==> src/rtl/s27_bist_ctrl_if.sv <==
// Handshake and data bundle between the s27 BIST controller and its user/core.
// START/PO flow into the controller; stimulus, status and signature flow out.
interface s27_bist_ctrl_if #(
  parameter int SIG_W = 8
);
  logic             START;
  logic             PO;
  logic [3:0]       PI;
  logic             BUSY;
  logic             DONE;
  logic [SIG_W-1:0] SIG;
  logic             PASS;

  modport master (
    output START, PO,
    input  PI, BUSY, DONE, SIG, PASS
  );

  modport slave (
    input  START, PO,
    output PI, BUSY, DONE, SIG, PASS
  );
endinterface

==> src/rtl/s27_bist_ctrl.sv <==
// BIST wrapper for the s27 core: LFSR stimulus on PI, serial signature
// compaction of PO, and a pass flag against a golden signature.
//
// state   | meaning
// --------+---------------------------------------------------------
// S_IDLE  | waiting for START after reset, PI held at zero
// S_FLUSH | PI held at zero for FLUSH_CYC cycles to settle the core
// S_RUN   | PI driven from the LFSR, PO folded into the signature
// S_DONE  | signature frozen, DONE/PASS reported, waiting for START
module s27_bist_ctrl #(
  parameter logic [3:0] SEED      = 4'b0001,
  parameter int         N_PAT     = 15,
  parameter int         FLUSH_CYC = 4,
  parameter int         SIG_W     = 8,
  parameter logic [SIG_W-1:0] TAPS   = 8'hB8,
  parameter logic [SIG_W-1:0] GOLDEN = 8'h1C
) (
  input logic             CK,
  input logic             RST,
  s27_bist_ctrl_if.slave  bus
);

  typedef enum logic [1:0] {
    S_IDLE  = 2'd0,
    S_FLUSH = 2'd1,
    S_RUN   = 2'd2,
    S_DONE  = 2'd3
  } state_t;

  localparam logic [7:0] FLUSH_LAST = 8'(FLUSH_CYC - 1);
  localparam logic [7:0] RUN_LAST   = 8'(N_PAT - 1);
  localparam state_t     FIRST_ST   = (FLUSH_CYC == 0) ? S_RUN : S_FLUSH;

  state_t           r_state;
  logic [3:0]       r_lfsr;
  logic [SIG_W-1:0] r_sig;
  logic [7:0]       r_cnt;
  logic             r_busy;
  logic             r_done;

  logic             w_fb;
  logic [SIG_W-1:0] w_sig_next;
  logic [3:0]       w_lfsr_next;

  assign w_fb        = (^(r_sig & TAPS)) ^ bus.PO;
  assign w_sig_next  = {r_sig[SIG_W-2:0], w_fb};
  assign w_lfsr_next = {r_lfsr[2:0], r_lfsr[3] ^ r_lfsr[2]};

  always_ff @(posedge CK) begin
    if (RST) begin
      r_state <= S_IDLE;
      r_lfsr  <= SEED;
      r_sig   <= '0;
      r_cnt   <= '0;
      r_busy  <= 1'b0;
      r_done  <= 1'b0;
    end else begin
      case (r_state)
        S_IDLE, S_DONE: begin
          if (bus.START) begin
            r_state <= FIRST_ST;
            r_lfsr  <= SEED;
            r_sig   <= '0;
            r_cnt   <= '0;
            r_busy  <= 1'b1;
            r_done  <= 1'b0;
          end
        end
        S_FLUSH: begin
          if (r_cnt == FLUSH_LAST) begin
            r_state <= S_RUN;
            r_cnt   <= '0;
          end else begin
            r_cnt <= r_cnt + 8'd1;
          end
        end
        S_RUN: begin
          r_sig  <= w_sig_next;
          r_lfsr <= w_lfsr_next;
          r_cnt  <= r_cnt + 8'd1;
          if (r_cnt == RUN_LAST) begin
            r_state <= S_DONE;
            r_busy  <= 1'b0;
            r_done  <= 1'b1;
          end
        end
      endcase
    end
  end

  // Stimulus is a decode of registered state so PO lines up with the same edge.
  assign bus.PI   = (r_state == S_RUN) ? r_lfsr : 4'b0000;
  assign bus.BUSY = r_busy;
  assign bus.DONE = r_done;
  assign bus.SIG  = r_sig;
  assign bus.PASS = r_done && (r_sig == GOLDEN);

endmodule

==> src/flat_wrapper.sv <==
// flat-port wrapper written by rule: the top's interface ports become plain ports
module s27_bist_ctrl_flat 
#(
  parameter logic [3:0] SEED      = 4'b0001,
  parameter int         N_PAT     = 15,
  parameter int         FLUSH_CYC = 4,
  parameter int         SIG_W     = 8,
  parameter logic [SIG_W-1:0] TAPS   = 8'hB8,
  parameter logic [SIG_W-1:0] GOLDEN = 8'h1C
)
  (CK, RST, bus_START, bus_PO, bus_PI, bus_BUSY, bus_DONE, bus_SIG, bus_PASS);
  s27_bist_ctrl_if #(.SIG_W(SIG_W)) bus_i ();
  input logic CK;
  input logic RST;
  input wire logic [$bits(bus_i.START)-1:0] bus_START;
  input wire logic [$bits(bus_i.PO)-1:0] bus_PO;
  output wire logic [$bits(bus_i.PI)-1:0] bus_PI;
  output wire logic [$bits(bus_i.BUSY)-1:0] bus_BUSY;
  output wire logic [$bits(bus_i.DONE)-1:0] bus_DONE;
  output wire logic [$bits(bus_i.SIG)-1:0] bus_SIG;
  output wire logic [$bits(bus_i.PASS)-1:0] bus_PASS;
  assign bus_i.START = bus_START;
  assign bus_i.PO = bus_PO;
  assign bus_PI = bus_i.PI;
  assign bus_BUSY = bus_i.BUSY;
  assign bus_DONE = bus_i.DONE;
  assign bus_SIG = bus_i.SIG;
  assign bus_PASS = bus_i.PASS;
  s27_bist_ctrl #(.SEED(SEED), .N_PAT(N_PAT), .FLUSH_CYC(FLUSH_CYC), .SIG_W(SIG_W), .TAPS(TAPS), .GOLDEN(GOLDEN)) u_core (.CK(CK), .RST(RST), .bus(bus_i));
endmodule
==> config.mk <==
export PLATFORM = sky130hd
export DESIGN_NAME = s27_bist_ctrl_flat
export DESIGN_NICKNAME = d
export VERILOG_FILES = /design/src/rtl/s27_bist_ctrl_if.sv /design/src/rtl/s27_bist_ctrl.sv /design/src/flat_wrapper.sv
export SDC_FILE = /design/constraint.sdc
export NUM_CORES = 1
export LEC_CHECK = 0
export ABC_AREA = 0
export BUFFER_PORTS_ARGS = -buffer_cell sky130_fd_sc_hd__clkbuf_2
export CAP_MARGIN = 20
export CORE_MARGIN = 4
export CORE_UTILIZATION = 49
export DETAILED_ROUTE_END_ITERATION = 12
export GPL_TIMING_DRIVEN = 0
export PLACE_DENSITY = 0.71
export REMOVE_ABC_BUFFERS = 1
export SYNTH_ARGS = -nofsm -noshare
export SYNTH_HDL_FRONTEND = slang
export SYNTH_SLANG_ARGS = --single-unit
==> constraint.sdc <==
create_clock -name CK -period 2 [get_ports CK]
set_clock_uncertainty 0.1 [all_clocks]
set_input_delay 0.4 -clock CK [delete_from_list [all_inputs] [get_ports CK]]
set_output_delay 0.4 -clock CK [all_outputs]
set_load 0.03 [all_outputs]
==> impl_results.md <==
- Dominant cell type by area after synthesis: dfxtp_1
- Max incr delay on CP: 360 ps
- GRT Residual Overflow: 0
- Clock sink total: 24
- Vias in the first global route: 945
- CP Max Fanout: 4
- Synth cell count leaders: dfxtp_1, nor2_1, a22oi_1, inv_1
- Core Area: 2297 µm²
- H-tree level count: 1
- Initial Util: 53.32%
- Worst reg2reg setup slack: 120 ps
- Die Ht: 58 µm
- First-pass GRT wire length: 4222 µm
- Design Power: 1.701 mW
- Crit. End Element: output port
- Layout cells sized above 1: 23.68%
- Routed len/inst: 13.73 µm
- Gr usage total: 15.71%
- Post-route setup slack: 79.25 ps
- Routing usage on met3: 3.118%
- Most common cell in the netlist: dfxtp_1
- First-pass DRT Iterations: 4
- Max Cap Violations: 0
- Hold endpoint: u_core.bus.BUSY$_SDFFE_PP0P_
- Placed cell area: 1324 µm²
- Iter 0 DRT Violations: 30
- CTS tree: done
- Gr busiest metal: met2
- Hold crit path type: in2reg
- Clk slew on worst S/H paths: 130 ps
- Synth top area cells: dfxtp_1, a22oi_1, ha_1, nor2_1, xnor2_1
- Cell Pwr Density: 1191 nW/µm²
- CP startpoint kind: flop
- CP cell instances: inv_1, ha_1, nand4b_1, nor4_2, buf_4
- Met1 Track Usage GR: 21.57%
- Sequential area share after synthesis: 39.22%
- Critical R2R Capture: u_core.r_lfsr[0]$_SDFFE_PP1P_
- Post-DP HPWL: 1811 µm
- Final hold vios: 0
- Max-slew violations: 0
- Arr. time, crit path: 1420 ps
- Worst vdd ir: 0.9118 mV
- Via Count: 1,031
- Share of the synthesized area in the top cell type: 39.22%
- Filler cells: 208
- Die Area: 3364 µm²
- Fmax: 520.6 MHz
- HP Start: bus_START
- Yosys cell types: 32
- Synth Flop Type: dfxtp_1
- Synth warnings: 0
- Tightest Pin Transition: 569.8 ps
- CP Class: reg2out
- Synthesized area: 1225 µm²
- Synth Instances: 137
- DRC viols: 0
- Std cell rows: 17
- Final ANT Viol Nets: 0
- LEAKAGE: 0.5788 nW
- Post-route cell area: 1428 µm²
- Die Width: 58 µm
- Fin crit share: 96.04%
- Final GP Congestion: 0.8057
- Nets@finish: 163
- WHS Path Cells: 3
- DRT Wirelength: 2471 µm
- Clock Tree Root: clkbuf_4
- Synth async-reset ratio: 0%
- Largest net degree at the start of global routing: 22
- Via density: 5.728
- Status: finished clean
- Max stage delay cell, worst path: dfxtp_2
- Initial antenna violation count: 0
- Setup Fix Bufs, Post-CTS: 0
- Maximum clock insertion buffer count: 2
- Max-Slew Margin vs Limit: 61.66%
- Fin util: 62.15%
- Clock insertion delay at the later pin of the skew report: 310 ps
- RSZ-0062 raised after global routing: yes
- Final min period: 1921 ps
- Syn-to-layout area delta: 16.55%
- Final setup fails: 0
- Hold_buf cts: 0
- R2R depth: 6
- Reg2reg start: u_core.r_state[0]$_SDFFE_PP0P_
- Seq cells post-synth: 24
- Diode count: 0
- Dpl ws: -461.5 ps
- Post-synth EDFFs: 0
- Avg Inst Size Synth: 8.941 µm²
- IO Port Bufs: 18
- IO Pins: 19
- CTS Buf Count: 3
- M2 GR Usage: 24.35%
- Required @ worst endpoint: 1500 ps
- Final setup TNS: 0 ps
sequential cells by signal, summed over array words and instances (netlist names):
name and count:
u_core.bus.SIG 8, u_core.r_cnt 8, u_core.r_lfsr 4, u_core.r_state 2, u_core.bus.BUSY 1, u_core.bus.DONE 1
final cells by class:
type                       instances  area, µm²  share of cell area (%)
multi-input combinational         98      730.7                   51.18
sequential                        24      483.0                   33.83
timing repair buffer              19      100.1                   7.011
tap                               28      35.03                   2.454
clock inverter                     1      30.03                   2.103
inverter                           7      26.28                   1.840
clock buffer                       3      22.52                   1.578
worst max-delay path by stage:
stage	from	end	slack, ps	cells after the start
final	u_core.bus.SIG[5]$_SDFFE_PP0P_	bus_PASS	80	5
after detailed placement	u_core.r_state[0]$_SDFFE_PP0P_	u_core.r_cnt[7]$_SDFFE_PP0P_	-460	6
after global placement	u_core.r_state[0]$_SDFFE_PP0P_	u_core.r_lfsr[0]$_SDFFE_PP1P_	-540	5
after floorplan	u_core.bus.SIG[4]$_SDFFE_PP0P_	bus_PASS	-280	3
after CTS	u_core.bus.SIG[4]$_SDFFE_PP0P_	bus_PASS	10	4
after global routing	u_core.bus.SIG[5]$_SDFFE_PP0P_	bus_PASS	-9	5
where the power goes:
group | leakage (nW) | switching (mW) | internal (mW)
Clock | 0.0279 | 0.141 | 0.203
Sequential | 0.196 | 0.0496 | 0.539
Combinational | 0.355 | 0.465 | 0.303
Total | 0.579 | 0.656 | 1.05
critical path, delay by kind of cell (launching register included):
family                   cells  cell delay [ps]
flip-flops                   1              360
buffers and inverters        2              250
AND/OR/NAND/NOR              2              350
adder cells (fa/ha/maj)      1              150
metal layers:
metal	up-vias	share of wire (%)
met1	483	49
met3	4	4.7
met4	0	1.4
li1	519	-
met5	-	0
met2	25	45
what timing repair did:
action,in CTS,in global routing
gates cloned,0,0
gates resized for setup,5,7
setup endpoints to repair,17,9
pin swaps,0,1
cells in the final DEF (no fill, tap or decap), types with 2 or more instances in the layout:
cell / Yosys / routed
ha_1: 6 / 5
dfxtp_2: 0 / 2
a22oi_1: 13 / 13
and3_1: 3 / 3
a21oi_1: 5 / 5
mux2i_1: 4 / 4
and4_2: 3 / 3
xnor2_1: 5 / 5
nor2_1: 18 / 18
clkbuf_2: 0 / 17
dfxtp_1: 24 / 22
a22o_1: 2 / 2
nand3_1: 5 / 5
and2_1: 5 / 5
buf_4: 0 / 2
nor2b_1: 2 / 2
inv_1: 7 / 7
nand2b_1: 3 / 3
nand2_1: 6 / 6
a211oi_1: 3 / 2
clkbuf_4: 0 / 3
metrics by stage:
stage | hold WS [ps] | instances
after floorplan | 372.4 | 129
after global placement | 373.9 | 175
after detailed placement | 374.9 | 176
final | 279.4 | 180
after CTS | 267.6 | 180
after global routing | 265.4 | 180
cell families after synthesis:
group / after synthesis / share of synthesized area (%)
buffers and inverters: 15 / 4.903
adders and majority gates: 6 / 6.129
AOI/OAI and AO/OA: 31 / 19.71
xor gates and xnor gates: 5 / 3.575
and+or+nand+nor: 52 / 23.19
muxes: 4 / 3.269
DFF: 24 / 39.22
(Power assumes the default switching activity.)
